### config.mk
export PLATFORM = sky130hd
export DESIGN_NAME = turn_scheduler_flat
export DESIGN_NICKNAME = d
export VERILOG_FILES = /design/src/rtl/turn_scheduler_if.sv /design/src/rtl/turn_scheduler.sv /design/src/flat_wrapper.sv
export SDC_FILE = /design/constraint.sdc
export NUM_CORES = 1
export LEC_CHECK = 0
export CORE_UTILIZATION = 52
export CTS_CLUSTER_SIZE = 14
export DETAILED_ROUTE_END_ITERATION = 6
export PLACE_DENSITY_LB_ADDON = 0.08
export RECOVER_POWER = 25
export SETUP_SLACK_MARGIN = 0.2
export SYNTH_ARGS = -nofsm -noshare
export SYNTH_HDL_FRONTEND = slang
export SYNTH_SLANG_ARGS = --single-unit
### constraint.sdc
create_clock -name clk -period 4.9 [get_ports clk]
set_input_delay 0.98 -clock clk [delete_from_list [all_inputs] [get_ports clk]]
set_output_delay 0.98 -clock clk [all_outputs]
set_load 0.05 [all_outputs]
### src/rtl/turn_scheduler_if.sv
`default_nettype none
// ============================================================================
// Module      : turn_scheduler_if
// Description : Signal bundle between the battleship turn scheduler and its
//               environment: game start, cursor selection, PC target, the
//               shared attack engine handshake, and the display/status outputs.
//               modport master : scheduler side (drives attack/status outputs)
//               modport slave  : environment side (drives start/selection/done)
// Revision    : 1.0 - initial release
// ============================================================================
interface turn_scheduler_if;
    // Environment -> scheduler
    logic       start;        // 1-cycle pulse, starts or restarts a game
    logic       sel_valid;    // player confirmed a cell
    logic [2:0] sel_row;      // player row, sampled with sel_valid
    logic [2:0] sel_col;      // player col, sampled with sel_valid
    logic [2:0] pc_row;       // PC target row, sampled when thinking ends
    logic [2:0] pc_col;       // PC target col, sampled when thinking ends
    logic       atk_done;     // attack engine finished the current request
    logic       atk_hit;      // hit flag, valid with atk_done

    // Scheduler -> environment
    logic       sel_enable;   // enables the cursor/selection module
    logic       atk_req;      // attack request to the shared engine
    logic [2:0] atk_row;      // target row, stable while atk_req=1
    logic [2:0] atk_col;      // target col, stable while atk_req=1
    logic       atk_target;   // 0 = PC board, 1 = player board
    logic       player_turn;  // 1 = player's turn
    logic [4:0] player_life;  // remaining player life
    logic [4:0] pc_life;      // remaining PC life
    logic       vga_update;   // 1-cycle pulse after each resolved turn
    logic       game_over;    // game finished
    logic       player_won;   // valid when game_over=1

    modport master (
        input  start, sel_valid, sel_row, sel_col, pc_row, pc_col,
               atk_done, atk_hit,
        output sel_enable, atk_req, atk_row, atk_col, atk_target,
               player_turn, player_life, pc_life, vga_update,
               game_over, player_won
    );

    modport slave (
        output start, sel_valid, sel_row, sel_col, pc_row, pc_col,
               atk_done, atk_hit,
        input  sel_enable, atk_req, atk_row, atk_col, atk_target,
               player_turn, player_life, pc_life, vga_update,
               game_over, player_won
    );
endinterface
`default_nettype wire

### src/rtl/turn_scheduler.sv
`default_nettype none
// ============================================================================
// Module      : turn_scheduler
// Description : Battleship turn sequencer. Alternates player and PC turns,
//               enables cursor selection during the player's turn, enforces
//               the player turn timeout and the PC think delay, issues one
//               attack per turn to a shared engine (req/done handshake),
//               tracks both life counters and declares the winner.
// Ports       : clk  - system clock, rising edge
//               rst  - asynchronous reset, active-low
//               bus  - turn_scheduler_if.master (selection, PC target,
//                      attack handshake, lives, display/status flags)
// Revision    : 1.0 - initial release
// ============================================================================
module turn_scheduler #(
    parameter int BOARD_N          = 5,
    parameter int INIT_LIFE        = 15,
    parameter int TURN_TIMEOUT_CYC = 750000000,
    parameter int PC_THINK_CYC     = 50000000
) (
    input  wire logic           clk,
    input  wire logic           rst,
    turn_scheduler_if.master    bus
);

    // ------------------------------------------------------------------
    // Constants
    // ------------------------------------------------------------------
    localparam int C_TIMER_MAX = (TURN_TIMEOUT_CYC > PC_THINK_CYC) ?
                                 TURN_TIMEOUT_CYC : PC_THINK_CYC;
    localparam int C_TIMER_W   = (C_TIMER_MAX > 1) ? $clog2(C_TIMER_MAX) : 1;

    localparam logic [C_TIMER_W-1:0] C_TURN_LAST  = C_TIMER_W'(TURN_TIMEOUT_CYC - 1);
    localparam logic [C_TIMER_W-1:0] C_THINK_LAST = C_TIMER_W'(PC_THINK_CYC - 1);
    localparam logic [C_TIMER_W-1:0] C_TIMER_ONE  = C_TIMER_W'(1);
    localparam logic [4:0]           C_INIT_LIFE  = 5'(INIT_LIFE);
    localparam int unsigned          C_BOARD_N    = BOARD_N;

    localparam logic [2:0] S_IDLE      = 3'd0;
    localparam logic [2:0] S_P_SELECT  = 3'd1;
    localparam logic [2:0] S_P_ATTACK  = 3'd2;
    localparam logic [2:0] S_PC_THINK  = 3'd3;
    localparam logic [2:0] S_PC_ATTACK = 3'd4;
    localparam logic [2:0] S_UPDATE    = 3'd5;
    localparam logic [2:0] S_GAME_OVER = 3'd6;

    // ------------------------------------------------------------------
    // State and datapath registers
    // ------------------------------------------------------------------
    logic [2:0]           state_q,       state_d;
    logic [C_TIMER_W-1:0] timer_q,       timer_d;
    logic [2:0]           row_q,         row_d;
    logic [2:0]           col_q,         col_d;
    logic                 target_q,      target_d;
    logic                 req_q,         req_d;
    logic                 turn_q,        turn_d;
    logic [4:0]           player_life_q, player_life_d;
    logic [4:0]           pc_life_q,     pc_life_d;
    logic                 won_q,         won_d;

    logic                 w_sel_ok;
    logic                 w_pc_ok;

    function automatic logic in_range(input logic [2:0] r, input logic [2:0] c);
        return (32'(r) < C_BOARD_N) && (32'(c) < C_BOARD_N);
    endfunction

    assign w_sel_ok = bus.sel_valid && in_range(bus.sel_row, bus.sel_col);
    assign w_pc_ok  = in_range(bus.pc_row, bus.pc_col);

    // ------------------------------------------------------------------
    // State register
    // ------------------------------------------------------------------
    always_ff @(posedge clk or negedge rst) begin
        if (!rst) begin
            state_q <= S_IDLE;
        end else begin
            state_q <= state_d;
        end
    end

    // Datapath registers; req_q clears asynchronously so a reset during an
    // attack withdraws the request in the same cycle.
    always_ff @(posedge clk or negedge rst) begin
        if (!rst) begin
            timer_q       <= '0;
            row_q         <= '0;
            col_q         <= '0;
            target_q      <= 1'b0;
            req_q         <= 1'b0;
            turn_q        <= 1'b1;
            player_life_q <= C_INIT_LIFE;
            pc_life_q     <= C_INIT_LIFE;
            won_q         <= 1'b0;
        end else begin
            timer_q       <= timer_d;
            row_q         <= row_d;
            col_q         <= col_d;
            target_q      <= target_d;
            req_q         <= req_d;
            turn_q        <= turn_d;
            player_life_q <= player_life_d;
            pc_life_q     <= pc_life_d;
            won_q         <= won_d;
        end
    end

    // ------------------------------------------------------------------
    // Next-state logic
    // ------------------------------------------------------------------
    always_comb begin
        state_d       = state_q;
        timer_d       = timer_q;
        row_d         = row_q;
        col_d         = col_q;
        target_d      = target_q;
        req_d         = 1'b0;
        turn_d        = turn_q;
        player_life_d = player_life_q;
        pc_life_d     = pc_life_q;
        won_d         = won_q;

        unique case (state_q)
            S_IDLE, S_GAME_OVER: begin
                // Both idle states accept start; sel_valid/atk_done ignored.
                if (bus.start) begin
                    state_d       = S_P_SELECT;
                    timer_d       = '0;
                    turn_d        = 1'b1;
                    player_life_d = C_INIT_LIFE;
                    pc_life_d     = C_INIT_LIFE;
                    won_d         = 1'b0;
                end
            end

            S_P_SELECT: begin
                // A valid selection on the timeout cycle takes priority.
                if (w_sel_ok) begin
                    state_d  = S_P_ATTACK;
                    timer_d  = '0;
                    row_d    = bus.sel_row;
                    col_d    = bus.sel_col;
                    target_d = 1'b0;
                end else if (timer_q == C_TURN_LAST) begin
                    state_d = S_UPDATE;
                    timer_d = '0;
                end else begin
                    timer_d = timer_q + C_TIMER_ONE;
                end
            end

            S_P_ATTACK, S_PC_ATTACK: begin
                // req_q is low on the entry cycle, so a done is only honoured
                // once the request is actually on the wire.
                if (req_q && bus.atk_done) begin
                    state_d = S_UPDATE;
                    if (bus.atk_hit) begin
                        if (state_q == S_P_ATTACK) begin
                            if (pc_life_q != 5'd0) begin
                                pc_life_d = pc_life_q - 5'd1;
                            end
                        end else begin
                            if (player_life_q != 5'd0) begin
                                player_life_d = player_life_q - 5'd1;
                            end
                        end
                    end
                end else begin
                    req_d = 1'b1;
                end
            end

            S_PC_THINK: begin
                // Timer holds at the last count while the PC target is out of
                // range, so the target is resampled every following cycle.
                if (timer_q == C_THINK_LAST) begin
                    if (w_pc_ok) begin
                        state_d  = S_PC_ATTACK;
                        timer_d  = '0;
                        row_d    = bus.pc_row;
                        col_d    = bus.pc_col;
                        target_d = 1'b1;
                    end
                end else begin
                    timer_d = timer_q + C_TIMER_ONE;
                end
            end

            S_UPDATE: begin
                if ((player_life_q == 5'd0) || (pc_life_q == 5'd0)) begin
                    state_d = S_GAME_OVER;
                    won_d   = (pc_life_q == 5'd0);
                end else begin
                    turn_d  = ~turn_q;
                    state_d = turn_q ? S_PC_THINK : S_P_SELECT;
                end
            end

            default: begin
                state_d = S_IDLE;
            end
        endcase
    end

    // ------------------------------------------------------------------
    // Output logic
    // ------------------------------------------------------------------
    always_comb begin
        bus.sel_enable  = (state_q == S_P_SELECT);
        bus.vga_update  = (state_q == S_UPDATE);
        bus.game_over   = (state_q == S_GAME_OVER);
        bus.player_won  = won_q;
        bus.atk_req     = req_q;
        bus.atk_row     = row_q;
        bus.atk_col     = col_q;
        bus.atk_target  = target_q;
        bus.player_turn = turn_q;
        bus.player_life = player_life_q;
        bus.pc_life     = pc_life_q;
    end

endmodule
`default_nettype wire
### src/flat_wrapper.sv
// flat-port wrapper written by rule: the top's interface ports become plain ports
module turn_scheduler_flat 
#(
    parameter int BOARD_N          = 5,
    parameter int INIT_LIFE        = 15,
    parameter int TURN_TIMEOUT_CYC = 750000000,
    parameter int PC_THINK_CYC     = 50000000
)
  (clk, rst, bus_start, bus_sel_valid, bus_sel_row, bus_sel_col, bus_pc_row, bus_pc_col, bus_atk_done, bus_atk_hit, bus_sel_enable, bus_atk_req, bus_atk_row, bus_atk_col, bus_atk_target, bus_player_turn, bus_player_life, bus_pc_life, bus_vga_update, bus_game_over, bus_player_won);
  turn_scheduler_if bus_i ();
  input  wire logic clk;
  input  wire logic rst;
  input wire logic [$bits(bus_i.start)-1:0] bus_start;
  input wire logic [$bits(bus_i.sel_valid)-1:0] bus_sel_valid;
  input wire logic [$bits(bus_i.sel_row)-1:0] bus_sel_row;
  input wire logic [$bits(bus_i.sel_col)-1:0] bus_sel_col;
  input wire logic [$bits(bus_i.pc_row)-1:0] bus_pc_row;
  input wire logic [$bits(bus_i.pc_col)-1:0] bus_pc_col;
  input wire logic [$bits(bus_i.atk_done)-1:0] bus_atk_done;
  input wire logic [$bits(bus_i.atk_hit)-1:0] bus_atk_hit;
  output wire logic [$bits(bus_i.sel_enable)-1:0] bus_sel_enable;
  output wire logic [$bits(bus_i.atk_req)-1:0] bus_atk_req;
  output wire logic [$bits(bus_i.atk_row)-1:0] bus_atk_row;
  output wire logic [$bits(bus_i.atk_col)-1:0] bus_atk_col;
  output wire logic [$bits(bus_i.atk_target)-1:0] bus_atk_target;
  output wire logic [$bits(bus_i.player_turn)-1:0] bus_player_turn;
  output wire logic [$bits(bus_i.player_life)-1:0] bus_player_life;
  output wire logic [$bits(bus_i.pc_life)-1:0] bus_pc_life;
  output wire logic [$bits(bus_i.vga_update)-1:0] bus_vga_update;
  output wire logic [$bits(bus_i.game_over)-1:0] bus_game_over;
  output wire logic [$bits(bus_i.player_won)-1:0] bus_player_won;
  assign bus_i.start = bus_start;
  assign bus_i.sel_valid = bus_sel_valid;
  assign bus_i.sel_row = bus_sel_row;
  assign bus_i.sel_col = bus_sel_col;
  assign bus_i.pc_row = bus_pc_row;
  assign bus_i.pc_col = bus_pc_col;
  assign bus_i.atk_done = bus_atk_done;
  assign bus_i.atk_hit = bus_atk_hit;
  assign bus_sel_enable = bus_i.sel_enable;
  assign bus_atk_req = bus_i.atk_req;
  assign bus_atk_row = bus_i.atk_row;
  assign bus_atk_col = bus_i.atk_col;
  assign bus_atk_target = bus_i.atk_target;
  assign bus_player_turn = bus_i.player_turn;
  assign bus_player_life = bus_i.player_life;
  assign bus_pc_life = bus_i.pc_life;
  assign bus_vga_update = bus_i.vga_update;
  assign bus_game_over = bus_i.game_over;
  assign bus_player_won = bus_i.player_won;
  turn_scheduler #(.BOARD_N(BOARD_N), .INIT_LIFE(INIT_LIFE), .TURN_TIMEOUT_CYC(TURN_TIMEOUT_CYC), .PC_THINK_CYC(PC_THINK_CYC)) u_core (.clk(clk), .rst(rst), .bus(bus_i));
endmodule
==> results of run 1 <==
[cell families (layout without fill, tap and decap cells)]
family / Yosys count / count (layout) / synth area share
AND/OR/NAND/NOR: 152 / 152 / 0.258
AO/OA/AOI/OAI: 93 / 93 / 0.203
flip-flops: 53 / 53 / 0.423
buffers and inverters: 26 / 62 / 0.0392
multiplexers: 13 / 13 / 0.0459
adder cells (fa/ha/maj): 5 / 5 / 0.0198
XOR/XNOR: 4 / 4 / 0.0111
[per-layer routing]
| metal | vias up | part of all wire | global-route usage |
|---|---|---|---|
| met5 | - | 0 | 0 |
| met4 | 0 | 0.013 | 0.0804 |
| met3 | 6 | 0.030 | 0.0446 |
| met2 | 49 | 0.48 | 0.409 |
| met1 | 1346 | 0.48 | 0.324 |
| li1 | 1361 | - | - |
[synth_stat cells (all sizes together)]
cell,instances
o31ai,3
buf,11
nor3,10
nor2b,4
a21oi,19
nand3b,4
o22ai,4
a22o,6
nand2,39
and4b,1
mux2i,1
nor4,3
or4,1
o211ai,1
o21ai,14
a211oi,2
and2,7
a41oi,6
or3,1
nor4b,2
or3b,1
and3,18
a21o,4
nand3,26
xnor2,1
ha,5
xor2,3
clkbuf,5
inv,10
a31oi,19
dfrtp,44
mux2,12
a221o,7
o21a,5
nand2b,2
a22oi,2
and4,1
nor4bb,1
nand4,7
dfstp,9
o2111ai,1
nor2,24
[state kept, by name, summed over array words and instances, names as in the netlist]
name	count
u_core.bus.player_won	1
u_core.state_q	3
u_core.bus.atk_col	3
u_core.timer_q	30
u_core.bus.pc_life	5
u_core.bus.atk_target	1
u_core.bus.atk_req	1
u_core.bus.atk_row	3
u_core.bus.player_life	5
u_core.bus.player_turn	1
[metrics by stage]
stage / util / hold WS [ns] / std cells / area, um2 / total power [mW]
5_1_grt: 0.630 / 0.527 / 457 / 3710 / 1.89
6_report: 0.630 / 0.514 / 457 / 3710 / 1.78
2_1_floorplan: - / 0.464 / 346 / 3160 / 1.25
3_5_place_dp: 0.610 / 0.489 / 449 / 3590 / 1.47
4_1_cts: 0.631 / 0.510 / 457 / 3710 / 1.79
3_3_place_gp: 0.610 / 0.484 / 449 / 3590 / 1.45
[critical path: cells and delay by family]
kind | cells | cell delay, ns
buffers and inverters | 2 | 0.83
AND/OR/NAND/NOR | 4 | 0.89
AO/OA/AOI/OAI | 2 | 0.76
[power by group]
| group | leakage (nW) | switching, mW | internal [mW] |
|---|---|---|---|
| sequential | 0.687 | 0.0872 | 0.519 |
| clock | 0.0574 | 0.149 | 0.166 |
| combinational | 0.825 | 0.559 | 0.301 |
| total | 1.57 | 0.795 | 0.986 |
[path summary, 6_finish.rpt]
| check | to | cells after the start | startpoint | slack [ns] |
|---|---|---|---|---|
| min in group asynchronous | u_core.bus.atk_target | 1 | rst | 0.70 |
| setup reg to reg | u_core.timer_q[23] | 6 | u_core.state_q[1] | 2.07 |
| hold reg to reg | u_core.bus.player_won | 1 | u_core.bus.player_won | 0.51 |
| max in group asynchronous | u_core.timer_q[15] | 2 | rst | 1.70 |
| setup / recovery | u_core.timer_q[23] | 8 | bus_sel_row[1] | 1.67 |
| hold / removal | u_core.bus.player_won | 1 | u_core.bus.player_won | 0.51 |
[cell type report]
| type | count | share of cell area |
|---|---|---|
| flip-flops and latches | 53 | 0.361 |
| inverters | 10 | 0.0101 |
| repair buffers | 44 | 0.113 |
| well taps | 75 | 0.0253 |
| clock inverters | 2 | 0.0101 |
| multi-input cells | 267 | 0.458 |
| clock buffers | 6 | 0.0223 |
==> impl_metrics.py, run 1 <==
metrics = {
    "timing": {
        "fin_worst_skew_ns": 0.00878,
        "tns_ns": 0,
        "relSlewSlack": -0.460,
        "post-route-min-period_ns": 3.23,
        "finalHoldViolCount": 0,
        "fmax_ghz": 0.310,
        "period_share": 0.659,
        "worst_slew_pin_slew_ns": 2.19,
        "slew_viol_final": 41,
        "rsz0062_at_grt": "false",
        "setup_slack_ns": 1.67,
        "setup_violations": 0,
    },
    "die": {
        "die_h_um": 79.9,
        "core_um2": 5890,
        "rows": 28,
        "die_w_um": 79.9,
        "start_util": 0.537,
        "ios": 41,
        "dieArea_um2": 6390,
    },
    "finish": {
        "area_growth_pct": 17.3,
        "diodes": 0,
        "drive_above_1_share": 0.110,
        "multi_input_area_um2": 1700,
        "final_cell_mix": "dfrtp_1, nand2_1, clkdlybuf4s50_1",
        "num-nets-final": 404,
        "fill_cells": 518,
        "final_common_cell": "dfrtp_1",
        "regArea_um2": 1340,
    },
    "routing": {
        "detailroute.via_count": 2762,
        "drt-total-wl_um": 7240,
        "drtPass1Iterations": 4,
        "drtIter0Drc": 112,
        "ant_nets": 0,
        "post_drt_via_cell_ratio": 6.04,
        "drcViolationCount": 0,
        "wire_per_inst_um": 15.8,
    },
    "critical_path": {
        "max_stage_delay_ns": 0.64,
        "setup.worst_path.end_class": "register",
        "required_ns": 5.15,
        "worstPathCellList": "clkdlybuf4s50_1 -> o21ai_0 -> and3_1 -> nor2b_1 -> a22o_1 -> buf_4 -> or3b_1 -> nand3_1",
        "critPathKind": "in2reg",
        "arrival_ns": 3.47,
        "start_kind": "input port",
        "cp_slowest_cell": "a22o_1",
        "cp_max_fo": 20,
    },
    "global_routing": {
        "grt_max_degree": 41,
        "grt-ovfl-total": 0,
        "first_global_vias": 2684,
        "grt_usage": 0.246,
        "grt_pass1_wl_um": 12400,
        "antenna_found_initial": 0,
    },
    "clock_tree": {
        "cts_tree": "yes",
        "clk_pin_slew_ns": 0.09,
        "cts.sinks": 53,
        "ctsResizeCount": 0,
        "root_buffer": "clkbuf_8",
        "htreeDepth": 2,
        "cts_buffer_depth": 2,
        "cts_made_buffers": 5,
        "insertion_delay_ns": 0.31,
        "post_cts_buffers": 0,
        "cts_hold_buf": 0,
    },
    "placement": {
        "place.gp.congestion": 0.831,
        "port_buffers": 40,
        "post-place-ws_ns": 1.40,
        "hpwl_um": 5080,
    },
    "synth": {
        "synth_top_area_cell": "dfrtp_1",
        "syn_nets": 369,
        "synth-seq-area-share": 0.423,
        "synthCells": 346,
        "yosys.area.top_type_share": 0.349,
        "ys_ff_latch": 53,
        "ys_top_cells_by_area": "dfrtp_1, dfstp_2, nand2_1",
        "ys_warn_count": 0,
        "syn_avg_cell_area_um2": 9.13,
        "synth_area_um2": 3160,
        "synth_cell_types": 50,
    },
    "status": {
        "outcome": "finished, violations left",
        "violations": "max-capacitance violations, max-slew violations",
    },
    "power": {
        "p_leak_nw": 1.57,
        "power.density_nw_per_um2": 480,
        "irDropWorstVdd_uv": 272,
    },
    "job": {
        "maxCapViolations": 1,
    },
    "worst_hold_path": {
        "hold_path_class": "reg2reg",
    },
}
(Power assumes the default switching activity.)
==> inputs of run 2 (changes only) <==
- CORE_UTILIZATION: 52 -> 50
- clock period: 4.9 -> 2.9 ns (I/O delays scaled with it)
==> run 2 against run 1 <==
The run now ends clean. Power up 71%. Routed wire length about the same. Register-to-register slack lost 1.6 ns. Worst hold slack lost 0.10 ns. Setup slack lost 1.3 ns. First-iteration DRC count grew 20%. Combinational power is 76% higher. Clock power is 67% higher. Cell count grew 1.1%. Count of clock-buffer cells in the layout grew 1. Final area is 1.2% higher. Utilization is 0.33 points lower. Critical path type is now reg2out. Largest cell class unchanged. Largest power group unchanged.
==> impl_metrics.py, run 2 (synthesis gave the netlist of run 1 again) <==
metrics = {
    "finish": {
        "diodes": 0,
        "area_growth_pct": 18.8,
        "drive_above_1_share": 0.116,
        "num-nets-final": 409,
        "largest_reg_flops": 30,
        "final_util": 0.627,
        "largest_register": "u_core.timer_q",
        "final_cell_mix": "dfrtp_1, nand2_1, clkdlybuf4s50_1",
        "final_common_cell": "dfrtp_1",
    },
    "die": {
        "die_h_um": 81.5,
        "die_w_um": 81.5,
        "ios": 41,
        "core_um2": 5990,
        "dieArea_um2": 6640,
        "rows": 28,
        "start_util": 0.527,
    },
    "clock_tree": {
        "htreeDepth": 2,
        "root_buffer": "clkbuf_8",
        "cts_hold_buf": 0,
        "cts_buffer_depth": 2,
        "cts_tree": "yes",
        "cts_made_buffers": 5,
        "clk_pin_slew_ns": 0.10,
        "insertion_delay_ns": 0.31,
        "cts.sinks": 53,
    },
    "routing": {
        "drt-total-wl_um": 7240,
        "drcViolationCount": 0,
        "drtPass1Iterations": 4,
        "detailroute.via_count": 2806,
        "post_drt_via_cell_ratio": 6.07,
        "ant_nets": 0,
        "wire_per_inst_um": 15.7,
        "drtIter0Drc": 134,
    },
    "critical_path": {
        "setup.worst_path.start": "u_core.state_q[2]",
        "cp_max_fo": 12,
        "start_kind": "register",
        "arrival_ns": 1.93,
        "rrSetupSlack_ns": 0.45,
        "required_ns": 2.32,
        "setup.worst_path.end_class": "output pin",
        "critPathKind": "reg2out",
        "r2r-start": "u_core.timer_q[0]",
        "ff2ff_path_depth": 8,
        "r2r_end": "u_core.timer_q[4]",
        "endpoint": "bus_vga_update",
    },
    "power": {
        "p_leak_nw": 1.63,
        "irDropWorstVdd_uv": 548,
        "clkPwrFrac": 0.173,
        "seqPwrFrac": 0.329,
        "p_sw_mw": 1.34,
        "power.density_nw_per_um2": 809,
        "p_total_mw": 3.04,
        "swShare": 0.440,
        "p_int_mw": 1.70,
        "combPwrFrac": 0.498,
    },
    "placement": {
        "post-place-ws_ns": 0.280,
        "hpwl_um": 5160,
        "port_buffers": 40,
        "place.gp.congestion": 0.860,
    },
    "timing": {
        "relSlewSlack": 0.297,
        "setup_violations": 0,
        "rsz0062_at_grt": "false",
        "tns_ns": 0,
        "fin_worst_skew_ns": 0.00425,
        "worst_slew_pin_slew_ns": 1.05,
        "period_share": 0.865,
        "fmax_ghz": 0.399,
        "slew_viol_final": 0,
        "hold_ws_ns": 0.411,
        "finalHoldViolCount": 0,
        "setup_slack_ns": 0.392,
        "post-route-min-period_ns": 2.51,
    },
    "global_routing": {
        "first_global_vias": 2608,
        "antenna_found_initial": 0,
        "grt_usage": 0.240,
        "grt_max_degree": 57,
        "grt-ovfl-total": 0,
        "grt_pass1_wl_um": 12200,
    },
    "worst_hold_path": {
        "hold_path_class": "in2async",
    },
    "job": {
        "maxCapViolations": 0,
    },
    "status": {
        "outcome": "finished clean",
    },
}
[run 2: cell types whose count changed in the layout (fill, tap and decap cells not counted), sizes merged]
cell,change
dlymetal6s2s,+2
buf,+4
clkdlybuf4s50,-3
clkbuf,+2
dlygate4sd2,+1
clkinvlp,-1
[run 2: layer usage]
layer	up-vias	wire [um]	global-route usage	part of all wire
li1	1369	-	-	-
met1	1342	3250	0.313	0.45
met2	83	3530	0.402	0.49
met3	12	357	0.0433	0.049
met4	0	110	0.0804	0.015
met5	-	0	0	0
[run 2: per-stage QoR]
step / area [um2] / std cells
2_1_floorplan: 3160 / 346
3_3_place_gp: 3640 / 454
3_5_place_dp: 3640 / 454
4_1_cts: 3760 / 462
5_1_grt: 3750 / 462
6_report: 3750 / 462
[run 2: cell type report]
cell class | instances | area [um2]
clock buffer | 7 | 86.3
fill | 519 | 2240
inverter | 10 | 37.5
timing repair buffer | 49 | 470
multi-input combinational | 267 | 1700
clock inverter | 1 | 30.0
sequential | 53 | 1340
tap | 75 | 93.8
[run 2: power groups by stage]
stage               clock (mW)  combinational (mW)  sequential (mW)
finish                   0.526                1.51             1.00
global route             0.572                1.65             1.02
CTS                      0.544                1.52             1.00
detailed placement           0                1.52             1.01
global placement             0                1.50             1.01
floorplan                    0               0.861             1.25
[run 2: timing repair]
| action | in CTS | in global routing |
|---|---|---|
| gates cloned | 0 | 0 |
| pin swaps | 0 | 0 |
| resized for setup | 1 | 2 |
| setup buffers | 0 | 0 |
| setup endpoints to repair | 1 | 2 |
[run 2: worst min path at each step]
stage / start / endpoint / slack, ns / cells after the start
4_1_cts: rst / u_core.timer_q[4] / 0.20 / 1
5_1_grt: rst / u_core.bus.player_life[4] / 0.47 / 1
3_5_place_dp: u_core.bus.player_won / u_core.bus.player_won / 0.49 / 1
6_report: rst / u_core.bus.player_life[4] / 0.41 / 1
3_3_place_gp: u_core.bus.player_won / u_core.bus.player_won / 0.48 / 1
2_1_floorplan: rst / u_core.bus.atk_col[0] / 0.28 / 0
[run 2: critical path: stages, from the launching register on]
cell and delay, ns:
dfrtp_1 0.59, nor2b_1 0.27, nand2_1 0.12, inv_1 0.11, dlygate4sd2_1 0.53
==> inputs of run 3 (changes only) <==
- RECOVER_POWER: 25 -> unset
- SLEW_MARGIN: unset -> 0
==> run 3 against run 2 <==
Setup slack hardly changed. Count of clock-buffer cells in the layout stayed put. First-iteration DRC count stayed put. Sequential cell count stayed put. Die area stayed put. Power hardly changed. Critical endpoint unchanged. Largest power group unchanged. Maximum frequency hardly changed. Cell count stayed put. Combinational power hardly changed. Routed wire length hardly changed. Clock power hardly changed.
==> impl_metrics.py, run 3 (synthesis gave the netlist of run 1 again) <==
metrics = {
    "timing": {
        "worst_slew_pin_slew_ns": 0.710,
        "relSlewSlack": 0.520,
        "finalHoldViolCount": 0,
        "fin_worst_skew_ns": 0.00403,
        "post-route-min-period_ns": 2.51,
        "setup_slack_ns": 0.392,
        "fmax_ghz": 0.399,
        "rsz0062_at_grt": "false",
        "setup_violations": 0,
        "slew_viol_final": 0,
        "period_share": 0.865,
        "tns_ns": 0,
    },
    "worst_hold_path": {
        "hold_path_class": "in2async",
    },
    "placement": {
        "hpwl_um": 5160,
        "place.gp.congestion": 0.860,
        "post-place-ws_ns": 0.280,
        "port_buffers": 40,
    },
    "routing": {
        "wl_met3_um": 346,
        "drtIter0Drc": 134,
        "detailroute.via_count": 2811,
        "top_layer_used": "met4",
        "drcViolationCount": 0,
        "ant_nets": 0,
        "wl_met2_um": 3530,
        "wire_per_inst_um": 15.7,
        "drtPass1Iterations": 4,
        "drt-total-wl_um": 7250,
        "wl_met1_um": 3260,
        "post_drt_via_cell_ratio": 6.08,
    },
    "finish": {
        "final_cell_mix": "dfrtp_1, nand2_1, clkdlybuf4s50_1",
        "area_growth_pct": 19.1,
        "num-nets-final": 409,
        "largest_register": "u_core.timer_q",
        "largest_reg_flops": 30,
        "drive_above_1_share": 0.124,
        "final_common_cell": "dfrtp_1",
        "diodes": 0,
    },
    "global_routing": {
        "grt-ovfl-total": 0,
        "grt_usage": 0.240,
        "grt_pass1_wl_um": 12200,
        "grt_max_degree": 57,
        "antenna_found_initial": 0,
        "first_global_vias": 2608,
    },
    "die": {
        "die_w_um": 81.5,
        "dieArea_um2": 6640,
        "core_um2": 5990,
        "ios": 41,
        "die_h_um": 81.5,
        "rows": 28,
        "start_util": 0.527,
    },
    "critical_path": {
        "critPathKind": "reg2out",
        "arrival_ns": 1.93,
        "required_ns": 2.32,
        "setup.worst_path.end_class": "output pin",
        "cp_max_fo": 12,
        "start_kind": "register",
    },
    "power": {
        "power.density_nw_per_um2": 808,
        "p_leak_nw": 1.64,
        "irDropWorstVdd_uv": 548,
    },
    "clock_tree": {
        "cts_tree": "yes",
        "root_buffer": "clkbuf_8",
        "cts_hold_buf": 0,
        "clk_pin_slew_ns": 0.10,
        "htreeDepth": 2,
        "cts.sinks": 53,
        "insertion_delay_ns": 0.31,
        "cts_buffer_depth": 2,
        "cts_made_buffers": 5,
    },
    "job": {
        "maxCapViolations": 0,
    },
    "status": {
        "outcome": "finished clean",
    },
}
## run 3: cell count changes in the layout (fill, tap and decap cells not counted)
| cell | change |
|---|---|
| buf_4 | +2 |
| clkbuf_1 | -3 |
| buf_2 | +1 |
## run 3: routing by layer
layer,track usage,vias up
met5,0,-
met4,0.0804,0
met3,0.0433,12
met2,0.402,83
met1,0.313,1348
li1,-,1368
## run 3: power by group
group          leakage [nW]  internal, mW  total [mW]  switching, mW
logic                 0.897         0.544        1.51          0.971
clock network        0.0585         0.282       0.526          0.244
registers             0.687         0.877        1.00          0.122
## run 3: path summary, 6_finish.rpt
kind / end / startpoint / depth (start not counted) / slack (ns)
setup / recovery: bus_vga_update / u_core.state_q[2] / 4 / 0.39
max in group asynchronous: u_core.bus.player_life[1] / rst / 2 / 2.04
setup reg to reg: u_core.timer_q[4] / u_core.timer_q[0] / 8 / 0.45
hold reg to reg: u_core.bus.player_won / u_core.bus.player_won / 1 / 0.51
hold / removal: u_core.bus.player_life[4] / rst / 1 / 0.20
min in group clk: u_core.bus.player_won / u_core.bus.player_won / 1 / 0.51
## run 3: final cells by class
cell class                 instances  area, um2
timing repair buffer              49        479
sequential                        53       1340
multi-input combinational        267       1700
clock inverter                     1       30.0
inverter                          10       37.5
clock buffer                       7       86.3
fill                             517       2230
tap                               75       93.8
## run 3: stage by stage
step | std cells | util | total power [mW] | hold WS, ns | area (um2)
after detailed placement | 454 | 0.608 | 2.53 | 0.487 | 3640
after global routing | 462 | 0.628 | 3.24 | 0.206 | 3760
final | 462 | 0.628 | 3.04 | 0.195 | 3760
after floorplan | 346 | - | 2.11 | 0.284 | 3160
after global placement | 454 | 0.608 | 2.51 | 0.481 | 3640
after CTS | 462 | 0.627 | 3.06 | 0.195 | 3760
## run 3: critical path: stages (launching register included)
cell and delay (ns):
dfrtp_1 0.59, nor2b_1 0.27, nand2_1 0.12, inv_1 0.11, dlygate4sd2_1 0.53
## run 3: repair_timing
| action | CTS | global route |
|---|---|---|
| buffers inserted | 0 | 0 |
| resized for setup | 1 | 2 |
| endpoints found under the setup margin | 1 | 2 |
| pin swaps | 0 | 0 |
